--- config.mk ---
export PLATFORM = sky130hd
export DESIGN_NAME = csa8_operand_sequencer
export DESIGN_NICKNAME = d
export VERILOG_FILES = /design/src/rtl/csa8_operand_sequencer.sv
export SDC_FILE = /design/constraint.sdc
export NUM_CORES = 1
export LEC_CHECK = 0
export CORE_MARGIN = 5
export CORE_UTILIZATION = 35
export CTS_CLUSTER_SIZE = 12
export DETAILED_ROUTE_END_ITERATION = 10
export PLACE_DENSITY_LB_ADDON = 0.1
export SYNTH_ARGS = -nofsm -noshare
export SYNTH_HDL_FRONTEND = slang
export SYNTH_SLANG_ARGS = --single-unit
--- constraint.sdc ---
create_clock -name clk -period 4.2 [get_ports clk]
set_clock_uncertainty 0.2 [all_clocks]
set_input_delay 0.84 -clock clk [delete_from_list [all_inputs] [get_ports clk]]
set_output_delay 0.84 -clock clk [all_outputs]
set_load 0.005 [all_outputs]
--- src/rtl/csa8_operand_sequencer.sv ---
// Streaming operand collector and sequencer for an 8-operand carry-save adder.
// Buffers up to eight operands, reduces them through a 3:2 compressor tree and holds the sum for handshake.
module csa8_operand_sequencer #(
    parameter int N = 4
) (
    input  logic           clk,
    input  logic           rst_n,
    input  logic           in_valid,
    output logic           in_ready,
    input  logic [N-1:0]   in_data,
    input  logic           in_last,
    output logic           out_valid,
    input  logic           out_ready,
    output logic [N+2:0]   out_sum,
    output logic [3:0]     out_count,
    output logic           busy
);

    localparam int W = N + 3;

    localparam logic [1:0] ST_COLLECT = 2'd0;
    localparam logic [1:0] ST_COMPUTE = 2'd1;
    localparam logic [1:0] ST_HOLD    = 2'd2;

    typedef struct packed {
        logic [W-1:0] s;
        logic [W-1:0] c;
    } csa_t;

    logic [1:0]   state;
    logic [2:0]   idx;
    logic [3:0]   count;
    logic [N-1:0] slot [8];

    logic [W-1:0] op [8];
    csa_t         l1_a, l1_b, l2_a, l2_b, l3, l4;
    logic [W-1:0] csa_sum;

    // Sum bits plus shifted carry; truncation to W is exact because the true total fits in W bits.
    function automatic csa_t csa3(input logic [W-1:0] x, input logic [W-1:0] y, input logic [W-1:0] z);
        csa_t r;
        r.s = x ^ y ^ z;
        r.c = ((x & y) | (x & z) | (y & z)) << 1;
        return r;
    endfunction

    // NOTE: every signal in this block is assigned on every pass, so no latch can be inferred.
    always_comb begin
        for (int i = 0; i < 8; i++) begin
            op[i] = {3'b000, slot[i]};
        end
        l1_a    = csa3(op[0], op[1], op[2]);
        l1_b    = csa3(op[3], op[4], op[5]);
        l2_a    = csa3(l1_a.s, l1_a.c, l1_b.s);
        l2_b    = csa3(l1_b.c, op[6], op[7]);
        l3      = csa3(l2_a.s, l2_a.c, l2_b.s);
        l4      = csa3(l3.s, l3.c, l2_b.c);
        csa_sum = l4.s + l4.c;
    end

    assign in_ready  = (state == ST_COLLECT);
    assign out_valid = (state == ST_HOLD);
    assign busy      = (state != ST_COLLECT) || (idx != 3'd0);

    // NOTE: sequential state uses non-blocking assignments only, so every register samples pre-edge values.
    always_ff @(posedge clk) begin
        if (!rst_n) begin
            state     <= ST_COLLECT;
            idx       <= 3'd0;
            count     <= 4'd0;
            out_sum   <= '0;
            out_count <= 4'd0;
            // NOTE: the operand buffer is reset on purpose; unused slots must read as zero in the sum.
            for (int i = 0; i < 8; i++) begin
                slot[i] <= '0;
            end
        end else begin
            case (state)
                ST_COLLECT: begin
                    if (in_valid) begin
                        slot[idx] <= in_data;
                        idx       <= idx + 3'd1;
                        if (in_last || idx == 3'd7) begin
                            state <= ST_COMPUTE;
                            count <= {1'b0, idx} + 4'd1;
                        end
                    end
                end
                ST_COMPUTE: begin
                    out_sum   <= csa_sum;
                    out_count <= count;
                    state     <= ST_HOLD;
                end
                ST_HOLD: begin
                    if (out_ready) begin
                        state <= ST_COLLECT;
                        idx   <= 3'd0;
                        for (int i = 0; i < 8; i++) begin
                            slot[i] <= '0;
                        end
                    end
                end
                default: state <= ST_COLLECT;
            endcase
        end
    end

endmodule

; ---- Word-level counts from Yosys, hierarchy flattened
; Memories as Yosys holds them, arrays and structs flattened.
; Cells that the tools add are included.
[word_totals]
latch_bits = 0
mem_bits_rw = 32
regBits = 20
mem_count = 1
in_bits = 9
mem_bits_ro = 0
[op_classes]
n_reduce_logical = 10
n_bitwise = 50
shift = 0
order_cmp = 0
n_eq_ne = 6
multipliers = 0
div = 0
muxes = 27
n_addsub = 3
[mem_list]
columns = memory, words, word_bits, rd, rd_ports_with_merged_regs, write_ports, line
row1 = slot, 8, 4, 8, 0, 8, 33  ; logic [N-1:0] slot [8];
[ops]
columns = cell, count
row1 = 4-bit two-way mux, 9
row2 = 4-bit bitwise AND, 8
row3 = 6-bit bitwise AND, 3
row4 = 6-bit OR, 3
row5 = 4-bit OR, 4
row6 = 4-bit XOR, 4
row7 = 5-bit by 4-bit bitwise AND with 5-bit output, 3
row8 = 5-bit by 4-bit XOR with 5-bit output, 3
row9 = 1-bit two-way mux, 10
row10 = 5-bit by 4-bit OR with 5-bit output, 2
row11 = 5-bit OR, 2
row12 = 3-bit two-way mux, 3
row13 = 3-bit AND reduction, 3
row14 = 1-bit OR, 8
row15 = 7-bit adder, 1
row16 = 6-bit by 7-bit XOR with 7-bit output, 1
row17 = 7-bit by 6-bit XOR with 7-bit output, 1
row18 = 5-bit by 6-bit bitwise AND with 6-bit output, 1
row19 = 6-bit by 5-bit bitwise AND with 6-bit output, 1
row20 = 2-bit two-way mux, 3
row21 = 6-bit by 5-bit OR with 6-bit output, 1
row22 = 2-bit one-hot mux with 3 select lines, 1
row23 = 3-bit one-hot mux with 2 select lines, 1
row24 = 5-bit by 6-bit XOR with 6-bit output, 1
row25 = other kinds (16), 19

; ---- Depth between registers and ports, before layout
; An unclocked memory read counts as a cell.
[depth]
depth_word = 14
ltp_mapped = 13
depth_no_buf = 13

; ---- Worst setup path after synthesis
; OpenSTA, ideal clock, no wires.
[synth_path]
path_kind = flip-flop to flip-flop
from = memory slot[2][2]
to = register out_sum[6]
n_path_buf = 0
required_ps = 3867
path_stages_with_launch = 12
setup_time_ps = 133
arrival_ps = 3477
slack_ps = 391
period_less_slack_ps = 3809
cell_sequence = edfxtp_1 fa_1 fa_1 inv_1 fa_1 inv_1 fa_1 ha_1 fa_1 a21o_1 a21oi_1 a21oi_1
[synth_lines]
columns = item, line
row1 = "start, declared", 33
row2 = "end signal, assigned", 90  ; out_sum <= csa_sum;
row3 = "end, declared", 14  ; output logic [N+2:0] out_sum,

==> results_dict.tcl <==
set metrics [dict create \
    core_area_um2 7770 \
    clk_latency_ps 310 \
    dieHeight_um 99.7 \
    drt_iter0_drc 50 \
    post-route-min-period_ps 3930 \
    cts_tree "done" \
    synth_cells 248 \
    drt-pass1-iter-count 4 \
    post_cts_resized 0 \
    synth.distinct_cells 35 \
    fp.dieW_um 99.7 \
    synthArstFlopShare_pct 0 \
    fmax_mhz 254 \
    status "finished, final reports clean" \
    post_cts_buffers 0 \
    rows 32 \
    irDropWorstVdd_uv 124 \
    clk_path_buf_depth 2 \
    initial_core_util_pct 36.2 \
    place.gp.congestion 0.754 \
    path_max_fanout 2 \
    synth_edf_count 32 \
    grtUsageMet3_pct 2.10 \
    area_growth_pct 16.3 \
    use_met2_pct 18.8 \
    grt.busiest_layer "met2" \
    most-common-layout-cells "inv_1, and2_1, edfxtp_1, fa_1, clkdlybuf4s50_1" \
    finalMaxSlewViolations 0 \
    drc 0 \
    critPathKind "register to register" \
    synthesis.area_um2 2810 \
    grt_pass1_vias 1841 \
    vias 1723 \
    cp-end-kind "register" \
    cts_sinks 52 \
    cts_hold_buffers 0 \
    critPathArrivalTime_ps 3890 \
    hp-class "register to register" \
    placed_area_um2 3180 \
    hpwl_mm 4.18 \
    setup_ws_ps 268 \
    grt_usage_pct 12.3 \
    worstMarginPinSlew_ps 921 \
    cts_buffers 5 \
    grt_pass1_wl_mm 9.47 \
    maxCapViolations 0 \
    ios 23 \
    finalSetupViolCount 0 \
    yosys.area.top_type "edfxtp_1" \
    ys.warnings.count 0 \
    synth-seq-cells 52 \
    syn_nets 290 \
    dieArea_um2 9930 \
    synth_area_per_cell_um2 11.3 \
    n_antenna_cell 0 \
    power_per_cell_area_nw_per_um2 386 \
    critPathLaunchType "register" \
    final_common_cell "inv_1" \
    timing.final.crit_share_pct 93.6 \
    globalRouteMet1Util_pct 17.7 \
    cts-root-buf "clkbuf_8" \
    relSlewSlack_pct 38.5 \
    hold_ws_ps 263 \
    worstPathRequired_ps 4160 \
    synth_ff_type "edfxtp_1" \
    num-nets-final 319 \
    leakage_uw 0.00131 \
    synth_area_leaders "edfxtp_1, fa_1, dfxtp_1" \
    design_area_um2 3270 \
    routedWlPerCell_um 14.4 \
    wl_mm 5.48 \
    grt-ovfl-total 0 \
    rsz0062_at_grt "no" \
    ant_nets 0 \
    hold_viol 0 \
    antenna_found_initial 0 \
    drive_gt1_share_pct 6.47 \
    port_buffers 22 \
    tns_ps 0 \
    ys_seq_area_share_pct 48.4 \
    viasPerCell 4.53 \
    clk_pin_slew_worst_paths_ps 100 \
    htree_levels 2 \
    synth_top_area_share_pct 34.1 \
    dp_worst_setup_slack_ps 250 \
    grt_max_degree 18 \
]
-- area by class of cell --
| type | instances | area, um^2 |
|---|---|---|
| Multi-Input combinational cell | 153 | 1290 |
| Tap cell | 102 | 128 |
| Inverter | 37 | 139 |
| Timing Repair Buffer | 28 | 265 |
| Fill cell | 775 | 4490 |
| Sequential cell | 52 | 1360 |
| Clock buffer | 5 | 68.8 |
| Clock inverter | 3 | 22.5 |
-- flip-flops by register name, summed over array words and instances (netlist names) --
| register | flops |
|---|---|
| out_sum | 7 |
| out_count | 4 |
| state | 2 |
| slot | 32 |
| count | 4 |
| idx | 3 |
-- cells by family (layout without fill, tap and decap cells) --
group	after synthesis	count (layout)	share of synthesized area (%)
AO/OA/AOI/OAI	29	29	5.96
XOR/XNOR	1	1	0.311
adder cells (fa/ha/maj)	33	33	20.8
buffers and inverters	43	73	5.82
flip-flops	52	52	48.4
AND/OR/NAND/NOR	90	90	18.7
-- worst paths after layout --
check                  start         end  slack, ps  depth (start not counted)
setup / recovery  slot[2][2]  out_sum[6]        270                         11
hold / removal    out_sum[0]  out_sum[0]        260                          2
setup reg to reg  slot[2][2]  out_sum[6]        270                         11
hold reg to reg   out_sum[0]  out_sum[0]        260                          2
-- metrics by stage --
stage / util [%] / total power (uW) / std cells
floorplan: - / 866 / 248
global placement: 41.0 / 990 / 372
detailed placement: 41.0 / 988 / 372
CTS: 42.1 / 1290 / 380
global route: 42.1 / 1370 / 380
finish: 42.1 / 1260 / 380
-- metal layers --
layer	part of all wire, %	wire length, um
met5	0	0
met3	2.8	156
met4	1.5	80
met2	46	2500
met1	50	2750
-- synthesized netlist by cell type, drive strengths merged (2+ instances only) --
cell and number:
a211oi 2, a21oi 17, and2 32, buf 2, clkbuf 4, dfxtp 20
edfxtp 32, fa 23, ha 10, inv 36, nand2 18, nand2b 9
nand3 6, nand3b 2, nor2 5, nor3 3, nor4 4, nor4b 2
o21ai 6
-- critical path: stages, from the launching register on --
cell and delay [ps]:
edfxtp_1 410, fa_1 510, fa_1 540, inv_1 60
fa_1 530, inv_1 50, fa_1 480, ha_1 220
fa_1 400, a21o_1 190, a21oi_1 130, a21oi_1 70
-- power breakdown --
| group | switching [uW] | internal (uW) |
|---|---|---|
| registers | 17.3 | 569 |
| logic | 208 | 171 |
| clock network | 177 | 119 |
| total | 403 | 859 |
No activity file was read; power rests on OpenSTA's default activity.
